==> src/rtl/freq_divider_prog.sv <==
`default_nettype none
// ============================================================================
//  Module   : freq_divider_prog
//  Brief    : Synchronous programmable clock divider. Produces a square-wave
//             or pulse output, a one-cycle tick per period, and a free-running
//             power-of-two tap bus. A new divide ratio takes effect only at a
//             period boundary, so no output period is ever cut short.
//  Revision : 1.0 - initial release
// ============================================================================
module freq_divider_prog #(
  parameter int WIDTH       = 16,
  parameter int DEFAULT_DIV = 32768
) (
  input  logic             clock_in,
  input  logic             reset,
  input  logic             enable,
  input  logic [WIDTH-1:0] div_in,
  input  logic             div_load,
  input  logic             mode,
  output logic             clock_out,
  output logic             tick,
  output logic             pending,
  output logic             load_err,
  output logic [WIDTH-1:0] taps
);

  localparam logic [WIDTH-1:0] c_default_div = WIDTH'(DEFAULT_DIV);
  localparam logic [WIDTH-1:0] c_zero        = '0;
  localparam logic [WIDTH-1:0] c_one         = WIDTH'(1);
  localparam logic [WIDTH-1:0] c_two         = WIDTH'(2);

  // State registers and their next-state values
  logic [WIDTH-1:0] cnt_q,       cnt_d;
  logic [WIDTH-1:0] div_q,       div_d;
  logic [WIDTH-1:0] pend_q,      pend_d;
  logic             pending_q,   pending_d;
  logic             mode_q,      mode_d;
  logic             clock_out_q, clock_out_d;
  logic             tick_q,      tick_d;
  logic             load_err_q,  load_err_d;
  logic [WIDTH-1:0] taps_q,      taps_d;

  // Decoded conditions for the current cycle
  logic             w_terminal;
  logic             w_load_ok;
  logic             w_load_bad;

  // Period boundary and load qualification.
  // A ratio below 2 cannot produce a meaningful period, so such loads are refused.
  always_comb begin
    w_terminal = enable && (cnt_q == (div_q - c_one));
    w_load_ok  = div_load && (div_in >= c_two);
    w_load_bad = div_load && (div_in <  c_two);
  end

  // Next-state logic for the counter, ratio staging, mode and outputs.
  always_comb begin
    cnt_d       = cnt_q;
    div_d       = div_q;
    pend_d      = pend_q;
    pending_d   = pending_q;
    mode_d      = mode_q;
    taps_d      = taps_q;
    tick_d      = 1'b0;
    load_err_d  = 1'b0;
    clock_out_d = clock_out_q;

    // Period counter and free-running tap counter only move when enabled.
    if (enable) begin
      cnt_d  = w_terminal ? c_zero : (cnt_q + c_one);
      taps_d = taps_q + c_one;
    end

    // Ratio staging: a load on the boundary cycle is used immediately for the
    // next period; otherwise it waits in pend_q until the next boundary.
    // Later loads overwrite an earlier waiting ratio.
    if (w_load_ok && w_terminal) begin
      div_d     = div_in;
      pend_d    = div_in;
      pending_d = 1'b0;
    end else if (w_load_ok) begin
      pend_d    = div_in;
      pending_d = 1'b1;
    end else if (w_terminal && pending_q) begin
      div_d     = pend_q;
      pending_d = 1'b0;
    end

    // Mode switches only at a boundary so a period is never truncated.
    if (w_terminal) begin
      mode_d = mode;
    end

    tick_d     = w_terminal;
    load_err_d = w_load_bad;

    // The output register is loaded with the value that matches the counter
    // and ratio it will be presented alongside, keeping them cycle-aligned.
    if (mode_d) begin
      clock_out_d = w_terminal;
    end else begin
      clock_out_d = (cnt_d >= (div_d >> 1));
    end
  end

  // State register with synchronous reset dominating all inputs.
  always_ff @(posedge clock_in) begin
    if (reset) begin
      cnt_q       <= c_zero;
      div_q       <= c_default_div;
      pend_q      <= c_zero;
      pending_q   <= 1'b0;
      mode_q      <= 1'b0;
      clock_out_q <= 1'b0;
      tick_q      <= 1'b0;
      load_err_q  <= 1'b0;
      taps_q      <= c_zero;
    end else begin
      cnt_q       <= cnt_d;
      div_q       <= div_d;
      pend_q      <= pend_d;
      pending_q   <= pending_d;
      mode_q      <= mode_d;
      clock_out_q <= clock_out_d;
      tick_q      <= tick_d;
      load_err_q  <= load_err_d;
      taps_q      <= taps_d;
    end
  end

  assign clock_out = clock_out_q;
  assign tick      = tick_q;
  assign pending   = pending_q;
  assign load_err  = load_err_q;
  assign taps      = taps_q;

endmodule
`default_nettype wire

==> config.mk <==
export PLATFORM = sky130hd
export DESIGN_NAME = freq_divider_prog
export DESIGN_NICKNAME = d
export VERILOG_FILES = /design/src/rtl/freq_divider_prog.sv
export SDC_FILE = /design/constraint.sdc
export NUM_CORES = 1
export LEC_CHECK = 0
export CELL_PAD_IN_SITES_DETAIL_PLACEMENT = 1
export CELL_PAD_IN_SITES_GLOBAL_PLACEMENT = 1
export CORE_MARGIN = 2
export CORE_UTILIZATION = 23
export CTS_CLUSTER_DIAMETER = 100
export DETAILED_ROUTE_END_ITERATION = 8
export GPL_ROUTABILITY_DRIVEN = 0
export PLACE_DENSITY = 0.5
export SLEW_MARGIN = 10
export SYNTH_ARGS = -nofsm -noshare
export SYNTH_HDL_FRONTEND = slang
export SYNTH_SLANG_ARGS = --single-unit
export TNS_END_PERCENT = 5
==> constraint.sdc <==
create_clock -name clock_in -period 9.5 [get_ports clock_in]
set_input_delay 1.425 -clock clock_in [delete_from_list [all_inputs] [get_ports clock_in]]
set_output_delay 1.425 -clock clock_in [all_outputs]
set_load 0.05 [all_outputs]
=== Word level (Yosys, flattened, before mapping) ===
Index checks and enable logic that the tools add are counted.
W data, S select, Z words.

* Flip-flop bits (word level): 69
* Input port bits: 21
* Word-level logic and storage cells: 39

* Add/sub/neg operators: 3
* Order comparisons: 3
* Equal/unequal tests: 2
* Muxes and demuxes: 11
* Reductions and logical operators: 10

{| class="wikitable"
|+ Operator list
! cell !! number
|-
| $mux W16 || 7
|-
| $add A16 B1 Y16 const B || 2
|-
| $eq A16 B16 Y1 || 1
|-
| $ge A16 B15 Y1 || 1
|-
| $ge A16 B2 Y1 const B || 1
|-
| $lt A16 B2 Y1 const B || 1
|-
| $sub A16 B1 Y16 const B || 1
|-
| $reduce_bool A2 Y1 || 3
|-
| $logic_and A1 B1 Y1 || 5
|-
| $mux W1 || 4
|-
| $ne A2 B1 Y1 const B || 1
|-
| $reduce_and A2 Y1 || 1
|-
| $reduce_or A2 Y1 || 1
|}

=== Logic depth before layout (Yosys ltp) ===
Gate-level depths: netlist (run 1).

* Word-level depth: 9
* Mapped depth: 20
* Gate-level depth less buffers: 17

=== Least setup slack after synthesis (run 1) ===
OpenSTA, ideal clock, no wires.

* Path type: input port to flip-flop
* Start: input port enable
* End: register clock_out_q, in the netlist clock_out
* Setup time: 0.118 ns
* Data arrival time: 4.407 ns
* Slack: 4.975 ns
* Stages: 15
* Buffers on the path: 2
* Cell sequence: nand3_1 > or4_1 > or3_4 > or3_1 > buf_6 > buf_2 > a2bb2oi_1 > ha_1 > a21o_1 > a21o_1 > a211oi_1 > o21ai_0 > a31oi_1 > nand2_1 > o2111a_1

* Longest elaborated chain between the ends: 7
* Elaborated cells on any way between the ends: 11
* Classes of those cells: order compare (1); mux (7); reduce/logical (3)

{| class="wikitable"
|+ RTL lines
! element !! line !! text
|-
| start, declared || 16 || <nowiki>input logic enable,</nowiki>
|-
| $logic_and A1 B1 Y1 || 51 || <nowiki>w_terminal = enable && (cnt_q == (div_q - c_one));</nowiki>
|-
| $logic_and A1 B1 Y1 || 84 || <nowiki>end else if (w_terminal && pending_q) begin</nowiki>
|-
| $mux W16 || 84 ||
|-
| $mux W16 || 81 || <nowiki>end else if (w_load_ok) begin</nowiki>
|-
| $mux W16 || 77 || <nowiki>if (w_load_ok && w_terminal) begin</nowiki>
|-
| $ge A16 B15 Y1 || 102 || <nowiki>clock_out_d = (cnt_d >= (div_d >> 1));</nowiki>
|-
| $mux W1 (*) || 99 || <nowiki>if (mode_d) begin</nowiki>
|-
| end signal, assigned || 124 || <nowiki>clock_out_q <= clock_out_d;</nowiki>
|-
| end, declared || 38 || <nowiki>logic clock_out_q, clock_out_d;</nowiki>
|}

Every way passes the cells marked *; elsewhere a longest branch is shown, timed or not. The select of a mux whose other input is x is not followed.
A chain may end at the register's enable or synchronous reset.

=== Final worst setup path (run 1) ===
* Start: input port enable
* End: register clock_out_q, in the netlist clock_out

* Longest elaborated chain between the ends: 7
* Elaborated cells on any way between the ends: 11
* Classes of those cells: order compare (1); mux (7); reduce/logical (3)

{| class="wikitable"
|+ RTL lines
! element !! line !! text
|-
| $logic_and A1 B1 Y1 (*) || 51 ||
|-
| $logic_and A1 B1 Y1 || 84 ||
|-
| $mux W16 || 84 ||
|-
| $mux W16 || 81 ||
|-
| $mux W16 (*) || 77 ||
|-
| net div_d[1] || 34 || <nowiki>logic [WIDTH-1:0] div_q, div_d;</nowiki>
|-
| $ge A16 B15 Y1 (*) || 102 ||
|-
| $mux W1 (*) || 99 ||
|}

Mark *: on every way through the listed nets, which the timed path passes. The rest lies on a longest branch. The select of a mux whose other input is x is not followed.

==> out/results.txt, run 1 <==
status -> finished clean
YS warnings -> 0
Slew @ Worst Pin -> 789.5 ps
most frequent cells in the layout -> 69 x dfxtp_1, 60 x nor2_1, 54 x nand2_1
Congestion Overflow GR -> 0
post-synthesis compound-gate area fraction -> 0.1746
Synth Register Bits -> 69
leakage -> 1.785 nW
Post-synth ARST share -> 0
most used flip-flop cell after synthesis -> dfxtp_1
HP Class -> flip-flop to flip-flop
Crit Path Max Fanout -> 26
pwr/cell area -> 149.3 nW/µm²
routed length on met3 -> 239 µm
first drt pass iteration count -> 4
die height -> 135.6 µm
normalized max-slew margin -> 0.4736
first-pass GRT wire length -> 19.27 mm
worst-case hold path end point -> pend_q[4]
Antenna Cells -> 0
Avg Cell Area, Syn -> 8.231 µm²
synthesized area -> 3984 µm²
Setup Skew -> 7.451 ps
DR DRC count -> 0
CP peak stage delay -> 810 ps
RSZ-0062 raised after global routing -> no
H-tree levels -> 3
Worst Path Required -> 9710 ps
VDD IR max -> 0.00007057 V
die width -> 135.6 µm
ANT nets after route -> 0
Row Count -> 48
DR top layer -> met4
CP cell instances -> clkdlybuf4s50_1, nand3_1, or4_1, or3_4, nor2_4, buf_4, a22oi_1, ha_1, nand2b_1, a21o_1, a21oi_1, o21ai_0, a31oi_1, nand2_1, o2111a_1
largest net degree at the start of global routing -> 70
CTS tree -> yes
Post-Synth Adder-Cell Area -> 0.05653
Synth Area in Simple Gates -> 0.2585
vias in the first global route -> 3684
core region area -> 17120 µm²
most common cell after layout, fill and taps aside -> dfxtp_1
DR WL/cell -> 16.25 µm
CTS Hold Bufs -> 0
I/O Buffers -> 40
Worst-path clk slew -> 60 ps
Crit. End Element -> flip-flop
Clk Latency, worst-skew pair -> 330 ps
Setup TNS -> 0 ps
Post-synth EDFFs -> 0
dpl ws -> 3592 ps
First DRT Iteration DRCs -> 129
Reg2Reg Capture Point -> clock_out
mux cell area share after synthesis -> 0.002513
Worst EP arrival -> 5770 ps
Mapped Nets -> 523
CTS root buf -> clkbuf_16
vias per cell -> 4.811
final worst slack -> 3949 ps
Num CTS Buffers -> 9
initial antenna violation count -> 0
Max Cap Viol -> 0
I/O pins -> 41
Power, Total -> 0.7299 mW
achievable frequency -> 180.2 MHz
Initial Util -> 0.2327
largest family of logic cells by synthesized area -> simple AND/OR/NAND/NOR gates
final WL -> 11.96 mm
postcts setup bufs -> 0
Seq/Total Area, Yosys -> 0.3467
Min-Delay Path Depth -> 2
M1 WL -> 5.986 mm
Worst setup SP type -> primary input
post-route minimum period -> 5551 ps
Clock Tree Buf Depth -> 2
worst hold start -> pend_q[4]
R2R cell count -> 18
Num Clock Sinks -> 69
overall routing resource usage -> 0.1360
Post-Synth XOR/XNOR Area -> 0.1137
layout net count -> 545
Yosys cell types -> 57
Setup Viol. Count Final -> 0
share of cells above drive strength 1 -> 0.05479
Crit Path Category -> primary input to flip-flop
FF-to-FF Start -> div_q[0]
hpwl dp -> 9.007 mm
Final Hold Fails -> 0
Die ar. -> 18390 µm²
Crit-path slowest cell -> clkdlybuf4s50_1
Area growth syn-to-layout -> 22.71%
vias -> 3541
WL met2 -> 5.465 mm
flop2flop setup slack -> 4190 ps
Slew Limit Fails -> 0
CTS resizes -> 0
Mapped Cells -> 484
Tcrit/Tclk final -> 0.5843
==> cells by family (layout without fill, tap and decap cells) <==
| family | Yosys count | count (layout) |
|---|---|---|
| fa+ha+maj | 18 | 18 |
| mux | 1 | 1 |
| flops | 69 | 69 |
| compound gates | 95 | 95 |
| buf+inv | 43 | 70 |
| xor+xnor | 50 | 50 |
| simple gates | 208 | 208 |
==> worst max-delay path: cells and delay by family <==
family / cells / cell delay, ps
buffers and inverters: 2 / 1190
AOI/OAI and AO/OA: 6 / 1030
adders and majority gates: 1 / 300
and+or+nand+nor: 6 / 1800
==> sequential cells by signal (all words and copies together) (netlist names) <==
signal	cells
clock_out	1
cnt_q	16
div_q	16
load_err	1
mode_q	1
pend_q	16
pending	1
taps	16
tick	1
==> how the worst max path moves through the flow <==
stage	depth (start not counted)	start	slack (ps)	endpoint
after floorplan	15	enable	4980	clock_out
after global placement	15	enable	3700	clock_out
after detailed placement	15	enable	3590	clock_out
after CTS	15	enable	3890	clock_out
after global routing	15	enable	3580	clock_out
final	15	enable	3950	clock_out
==> Yosys cell counts, drive strengths merged, types with 2 or more instances <==
master,n,area [µm²]
a2111oi,2,17.52
a21boi,7,52.55
a21o,4,30.03
a21oi,23,115.1
a221oi,2,30.03
a22oi,11,82.58
a2bb2oi,10,87.58
a32o,10,100.1
and2,4,25.02
and3,3,18.77
and4,3,26.28
buf,12,72.57
clkbuf,20,75.07
dfxtp,69,1381
ha,18,225.2
inv,11,41.29
nand2,54,202.7
nand2b,4,25.02
nand3,11,55.05
nand3b,3,22.52
nand4,13,81.33
nand4b,3,26.28
nor2,61,229.0
nor2b,2,12.51
nor3,25,130.1
nor4,8,65.06
o21ai,11,55.05
o22ai,2,12.51
o32ai,3,26.28
or3,4,30.03
or4,4,30.03
or4b,2,20.02
xnor2,24,210.2
xor2,25,219.0
==> per-stage QoR <==
stage | hold WS, ps | util | area, µm² | cells
2_1_floorplan | 431.1 | - | 3984 | 484
3_3_place_gp | 436.5 | 0.2654 | 4543 | 720
3_5_place_dp | 448.1 | 0.2654 | 4543 | 720
4_1_cts | 456.1 | 0.2856 | 4888 | 736
5_1_grt | 476.0 | 0.2856 | 4888 | 736
6_report | 453.5 | 0.2856 | 4888 | 736
==> per-layer routing <==
layer | GRT usage | vias up
met1 | 0.1794 | 1703
li1 | - | 1779
met3 | 0.02282 | 17
met2 | 0.2180 | 42
met4 | 0.05961 | 0
met5 | 0 | -
==> cell type report <==
class	instances	area (µm²)
Inverter	11	41.29
Fill cell	2012	12230
Multi-Input combinational cell	372	2421
Tap cell	225	281.5
Sequential cell	69	1381
Timing Repair Buffer	43	417.9
Clock buffer	13	280.3
Clock inverter	3	65.06
==> power breakdown <==
part	internal [mW]	switching, mW	leakage, nW	total, mW
clock	0.258	0.123	0.172	0.381
combinational	0.0199	0.0290	1.05	0.0489
sequential	0.295	0.00450	0.560	0.300
total	0.573	0.157	1.79	0.730
Power figures use the tool's default switching activity.
==> inputs of run 2 (changes only) <==
clock period = 5.75 ns   (was 9.5 ns; I/O delays follow)
==> run 2 against run 1 <==
- design area increased by 0.51%
- combinational power increased by 69%
- clock skew decreased by 3.4 ps
- critical path depth increased by 2
- cell count increased by 0.82%
- die area unchanged
- power increased by 63%
- clock power increased by 61%
- worst hold slack about the same
- largest power group unchanged
==> out/results.txt, run 2 (same netlist as run 1, synthesis figures left out) <==
Hold Slack -> 453.5 ps
Placed Area -> 4588 µm²
vias in the first global route -> 3690
Clk Latency, worst-skew pair -> 340 ps
Congestion Overflow GR -> 0
Crit. End Element -> flip-flop
Row Count -> 48
RSZ-0062 raised after global routing -> no
fin util -> 0.2871
share of cells above drive strength 1 -> 0.06383
Worst-path clk slew -> 60 ps
Setup TNS -> 0 ps
overall routing resource usage -> 0.1416
post-route minimum period -> 5118 ps
VDD IR max -> 0.0001130 V
final WL -> 12.32 mm
Setup Viol. Count Final -> 0
Setup Skew -> 4.018 ps
CTS Hold Bufs -> 0
first-pass GRT wire length -> 20.11 mm
hpwl dp -> 9.275 mm
normalized max-slew margin -> 0.4709
most frequent cells in the layout -> 69 x dfxtp_1, 60 x nor2_1, 54 x nand2_1
dpl ws -> 643.0 ps
largest net degree at the start of global routing -> 70
DR WL/cell -> 16.61 µm
NetSw -> 0.2760 mW
Post-Layout Cell Count -> 742
Final Hold Fails -> 0
vias -> 3586
HP Class -> flip-flop to flip-flop
Num CTS Buffers -> 9
Seq. cell area -> 1381 µm²
vias per cell -> 4.833
placed insts -> 726
Tcrit/Tclk final -> 0.8901
Die ar. -> 18390 µm²
H-tree levels -> 3
leakage -> 1.804 nW
CTS tree -> yes
ANT nets after route -> 0
Multi-input gate area -> 2421 µm²
pwr/cell area -> 242.3 nW/µm²
First DRT Iteration DRCs -> 224
Clk network pwr share -> 0.515
Worst EP arrival -> 5350 ps
postcts setup bufs -> 0
Max Cap Viol -> 0
die width -> 135.6 µm
Comb pwr share -> 0.069
I/O Buffers -> 40
layout net count -> 551
Antenna Cells -> 0
core region area -> 17120 µm²
I/O pins -> 41
Power, Total -> 1.191 mW
DR DRC count -> 0
Slew Limit Fails -> 0
Worst Path Required -> 5980 ps
CTS resizes -> 0
P_int -> 0.9146 mW
Worst setup SP type -> flip-flop
Post-Layout Inst Area -> 4913 µm²
Area growth syn-to-layout -> 23.34%
# fillers -> 1989
switching portion of total power -> 0.2318
Crit Path Max Fanout -> 17
final worst slack -> 632.0 ps
Crit Path Category -> flip-flop to flip-flop
die height -> 135.6 µm
CTS root buf -> clkbuf_16
initial antenna violation count -> 0
first drt pass iteration count -> 4
Initial Util -> 0.2327
status -> finished clean
Slew @ Worst Pin -> 793.6 ps
achievable frequency -> 195.4 MHz
Clock Tree Buf Depth -> 2
most common cell after layout, fill and taps aside -> dfxtp_1
Num Clock Sinks -> 69
Flop pwr share -> 0.416
## run 2: cell types whose count changed in the layout (fill, tap and decap cells not counted)
cell	before	now
buf_4	3	9
clkbuf_1	0	1
clkinv_4	0	1
inv_6	0	1
clkbuf_8	4	1
## run 2: path summary, 6_finish.rpt
check        startpoint        end  slack [ps]  cells past startpoint
min reg2reg   pend_q[2]  pend_q[2]         450                      2
max reg2reg    div_q[1]  clock_out         630                     17
min           pend_q[2]  pend_q[2]         450                      2
max            div_q[1]  clock_out         630                     17
## run 2: power groups by stage
stage | Combinational [mW] | Clock [mW] | Sequential [mW]
floorplan | 0.0419 | 0 | 0.510
global placement | 0.0833 | 0 | 0.505
detailed placement | 0.0843 | 0 | 0.505
CTS | 0.0846 | 0.628 | 0.495
global route | 0.0924 | 0.652 | 0.496
finish | 0.0826 | 0.613 | 0.495
## run 2: area by class of cell
cell class | count | share of cell area
multi-input combinational | 372 | 0.4927
sequential | 69 | 0.2811
timing repair buffer | 49 | 0.09422
tap | 225 | 0.05730
clock buffer | 11 | 0.04940
clock inverter | 5 | 0.01681
inverter | 11 | 0.008403
## run 2: layer usage
metal  vias to the layer above  track usage  routed length, µm
met1                      1736       0.1930               6077
met5                         -            0                  0
met2                        53       0.2245               5636
li1                       1785            -                  -
met3                        12      0.02544                414
met4                         0      0.04977                194
## run 2: critical path: stages (launching register included)
cell and delay, ps:
dfxtp_1 340, inv_1 130, ha_1 260, or4b_1 650, nor4_4 220, xnor2_1 100
or4_1 550, or3_4 390, or3_1 620, a2bb2oi_1 280, ha_1 280, a21o_1 180
a21o_1 160, a211oi_1 210, o21ai_0 100, a31oi_1 210, nand2_1 80, o2111a_1 230
==> variant 1, RTL diff (config.mk and constraints of run 1) <==
The parameter `WIDTH` goes from 16 to 32.
--- a/src/rtl/freq_divider_prog.sv
+++ b/src/rtl/freq_divider_prog.sv
@@ -9,5 +9,5 @@
 // ============================================================================
 module freq_divider_prog #(
-  parameter int WIDTH       = 16,
+  parameter int WIDTH       = 32,
   parameter int DEFAULT_DIV = 32768
 ) (
Interface: changed (resized div_in and taps); port bits go from 41 to 73. The function was not compared with the original's and may differ.
==> variant 1 against run 1 <==
Power up 91%; register-to-register slack worse by 1.3 ns; area after synthesis up 97%; wire length is 120% higher; design area up 97%; worst setup slack worse by 1.0 ns; sequential cell count increased by 64; critical endpoint unchanged.
==> variant 1: results (changes against run 1) <==
.. list-table::
   :header-rows: 1

   * - Metric
     - Value
   * - Most numerous cell types in the synthesized netlist
     - sky130_fd_sc_hd__dfxtp_1, sky130_fd_sc_hd__nor2_1, sky130_fd_sc_hd__nor3_1, sky130_fd_sc_hd__xor2_1, sky130_fd_sc_hd__xnor2_1
   * - Clock Network Area Fraction
     - 0.0668 (-0.00384)
   * - Maximum number of pins on one net before global-route repair
     - 73 (+4.3%)
   * - Final clock skew
     - 0.00846 ns (+0.00101 ns)
   * - Crit Path Category
     - register to register
   * - Minimum clock period
     - 6.60 ns (+1.05 ns)
   * - Clock buffer count in the final layout
     - 21 (+8)
   * - Area used by multi-input combinational logic
     - 4880 µm² (+100%)
   * - First-iteration detailed-routing DRC count
     - 316 (+140%)
   * - Run status
     - complete, no violations
   * - Count of distinct cell types in the synthesized netlist
     - 66 (+16%)
   * - Detailed placer's ending HPWL
     - 19800 µm (+120%)
   * - Critical R2R Launch
     - div_q[1]
   * - Data arrival time of the critical path
     - 6.88 ns (+1.11 ns)
   * - Fill count
     - 3928 (+95%)
   * - Routed vias
     - 7121 (+100%)
   * - Layout multi-input combinational cell count
     - 717 (+93%)
   * - CP max stage delay
     - 0.72 ns (-0.09 ns)
   * - Reg2reg setup slack
     - 2.90 ns (-1.29 ns)
   * - Invs w/o clock
     - 33 (+22)
   * - Highest net fanout along the worst path
     - 41 (+58%)
   * - Number of global-route vias before repair
     - 7150 (+94%)
   * - Total length of routed wires
     - 26700 µm (+120%)
   * - Cts bufs inserted
     - 17 (+8)
   * - Repair and plain buffers
     - 79 (+84%)
   * - Overall Global Routing Usage
     - 0.152 (+0.0160)
   * - Worst-case hold path end point
     - pend_q[18]
   * - Net Count, Synth
     - 1006 (+92%)
   * - Pre-CTS WS
     - 2.71 ns (-0.880 ns)
   * - Non-clock buffer contribution to total cell area
     - 0.0799 (-0.00558)
   * - CTS H-Tree Depth
     - 4 (+1)
   * - Worst-case vdd ir drop
     - 99.4 µV (+41%)
   * - Largest cells by area after synthesis
     - sky130_fd_sc_hd__dfxtp_1, sky130_fd_sc_hd__nor2_1, sky130_fd_sc_hd__ha_1, sky130_fd_sc_hd__xor2_1, sky130_fd_sc_hd__xnor2_1
   * - Slowest-stage cell, CP
     - sky130_fd_sc_hd__a211oi_1
   * - IO buf count
     - 72 (+80%)
   * - Reported leakage power
     - 3.56 nW (+99%)
   * - Global-route wire length before repair
     - 42300 µm (+120%)
   * - Number of flip-flops and latches
     - 133 (+93%)
   * - Portion of the post-synthesis area used by sequential elements
     - 0.339 (-0.00815)
   * - R2R depth
     - 20 (+2)
   * - Clock insertion delay at the later pin of the skew report
     - 0.43 ns (+0.10 ns)
   * - Share of layout cells above drive strength 1
     - 0.0553 (+0.000537)
   * - Footprint of the flip-flops and latches
     - 2660 µm² (+93%)
-- variant 1: where the power goes --
| part | switching [mW] | total [mW] | internal (mW) |
|---|---|---|---|
| sequential | 0.00668 | 0.574 | 0.568 |
| clock | 0.274 | 0.735 | 0.461 |
| combinational | 0.0527 | 0.0877 | 0.0350 |
-- variant 1: kinds of logic after synthesis --
group | Yosys count | synth area share
adder cells (fa/ha/maj) | 34 | 0.0541
buffers and inverters | 85 | 0.0430
flip-flops | 133 | 0.339
multiplexers | 32 | 0.0407
AO/OA/AOI/OAI | 186 | 0.170
AND/OR/NAND/NOR | 371 | 0.249
XOR/XNOR | 94 | 0.105
-- variant 1: worst max-delay path: cells and delay by family (launching register included) --
| family | cells | cell delay [ns] |
|---|---|---|
| buffers and inverters | 2 | 0.59 |
| DFF | 1 | 0.37 |
| AOI/OAI and AO/OA | 8 | 2.47 |
| and+or+nand+nor | 7 | 2.39 |
| xor gates and xnor gates | 1 | 0.11 |
| adders and majority gates | 2 | 0.47 |
-- variant 1: metal layers --
metal | global-route usage | wire [µm] | up-vias
li1 | - | - | 3530
met1 | 0.224 | 14000 | 3463
met2 | 0.224 | 11400 | 109
met3 | 0.0313 | 1090 | 19
met4 | 0.0367 | 260 | 0
met5 | 0 | 0 | -
-- variant 1: stage by stage --
stage | total power, mW | instances | cell area, µm² | hold WS [ns]
2_1_floorplan | 0.633 | 935 | 7860 | 0.437
3_3_place_gp | 0.674 | 1410 | 9000 | 0.444
3_5_place_dp | 0.675 | 1410 | 9000 | 0.449
4_1_cts | 1.42 | 1442 | 9650 | 0.458
5_1_grt | 1.45 | 1442 | 9650 | 0.478
6_report | 1.40 | 1442 | 9650 | 0.458
==> variant 2, RTL diff (config.mk and constraints of run 1) <==
Made on the original files. Put one more register stage on the output `taps`, with the module's reset. The value now appears one clock later. The other outputs are not delayed to match.
--- a/src/rtl/freq_divider_prog.sv
+++ b/src/rtl/freq_divider_prog.sv
@@ -133,5 +133,11 @@
   assign pending   = pending_q;
   assign load_err  = load_err_q;
-  assign taps      = taps_q;
+  always_ff @(posedge clock_in) begin
+    if (reset) begin
+      taps <= '0;
+    end else begin
+      taps <= taps_q;
+    end
+  end
 
 endmodule
Check against the original RTL: not equivalent (Yosys sat finds a counterexample within 4 cycles, from zero or initial values and one cycle with reset high).
==> variant 2 against run 1 <==
Sequential share of layout area up 4.1 points; power up 11%; area after synthesis up 9.3%; critical path type unchanged; worst setup slack better by 0.20 ns; design area up 7.6%; synthesized cell count up 5.4%; wire length up 4.4%; non-clock buffer count unchanged; sequential power up 23%; sequential cell count up 16.
==> variant 2: results (changes against run 1) <==
.. list-table::
   :header-rows: 1

   * - Metric
     - Value
   * - Most numerous cell types in the synthesized netlist
     - sky130_fd_sc_hd__dfxtp_1, sky130_fd_sc_hd__nand2_1, sky130_fd_sc_hd__nor2_1, sky130_fd_sc_hd__a21oi_1, sky130_fd_sc_hd__xor2_1
   * - Mux share of post-synthesis cell area
     - 0.0103 (+0.00783)
   * - Run status
     - complete, no violations
   * - Data arrival time of the critical path
     - 5.54 ns (-0.23 ns)
   * - Non-clock buffer contribution to total cell area
     - 0.0795 (-0.00600)
   * - Detailed placer's ending HPWL
     - 9330 µm (+3.6%)
   * - Layout multi-input combinational cell count
     - 388 (+4.3%)
   * - Met2 WL post-DR
     - 5570 µm (+2.0%)
   * - Share of total power in sequential cells
     - 0.453 (+0.043)
   * - Power drawn by the clock network
     - 0.395 mW (+4%)
   * - Net Count, Synth
     - 549 (+5.0%)
   * - CP max stage delay
     - 0.87 ns (+0.06 ns)
   * - Die area
     - 20000 µm² (+9.0%)
   * - Final clock skew
     - 0.00585 ns (-0.00160 ns)
   * - Fill count
     - 2207 (+9.7%)
   * - Final non-filler cell total
     - 774 (+5.2%)
   * - Reported leakage power
     - 2.01 nW (+12%)
   * - Total non-filler cell area in the finished layout
     - 5260 µm² (+7.6%)
   * - Instance count after placement with tap cells included
     - 758 (+5.3%)
   * - Synthesized area divided by synthesized cell count
     - 8.54 µm² (+3.7%)
   * - Clock buffer count in the final layout
     - 10 (-3)
   * - Global routing met3 resource utilization
     - 0.0270 (+0.00418)
   * - Met2 Track Usage GR
     - 0.205 (-0.0129)
   * - Worst-case vdd ir drop
     - 73.5 µV (+4.2%)
   * - First-iteration detailed-routing DRC count
     - 172 (+33%)
   * - Synth Area in XOR/XNOR
     - 0.0865 (-0.0272)
   * - Placed instance area
     - 4920 µm² (+8.4%)
   * - Pin slew with the least headroom to its limit
     - 0.836 ns (+0.0465 ns)
## variant 2: cell count changes in the layout (fill, tap and decap cells not counted), moves of 6 or more
cell and change:
sky130_fd_sc_hd__dfxtp_1 +16, sky130_fd_sc_hd__o211a_1 +9, sky130_fd_sc_hd__o21ai_0 +10, sky130_fd_sc_hd__nand3_1 -6
sky130_fd_sc_hd__a32o_1 -6, sky130_fd_sc_hd__o22ai_1 +9, sky130_fd_sc_hd__a2bb2oi_1 -10, sky130_fd_sc_hd__nor3_1 -16
sky130_fd_sc_hd__nand2_1 +9, sky130_fd_sc_hd__nor2b_1 +20, sky130_fd_sc_hd__a21boi_0 -7
## variant 2: path summary, 6_finish.rpt
kind,endpoint,slack (ns),cells past startpoint
setup / recovery,clock_out,4.15,14
setup reg to reg,clock_out,4.70,17
hold reg to reg,pend_q[0],0.46,2
hold / removal,pend_q[0],0.46,2
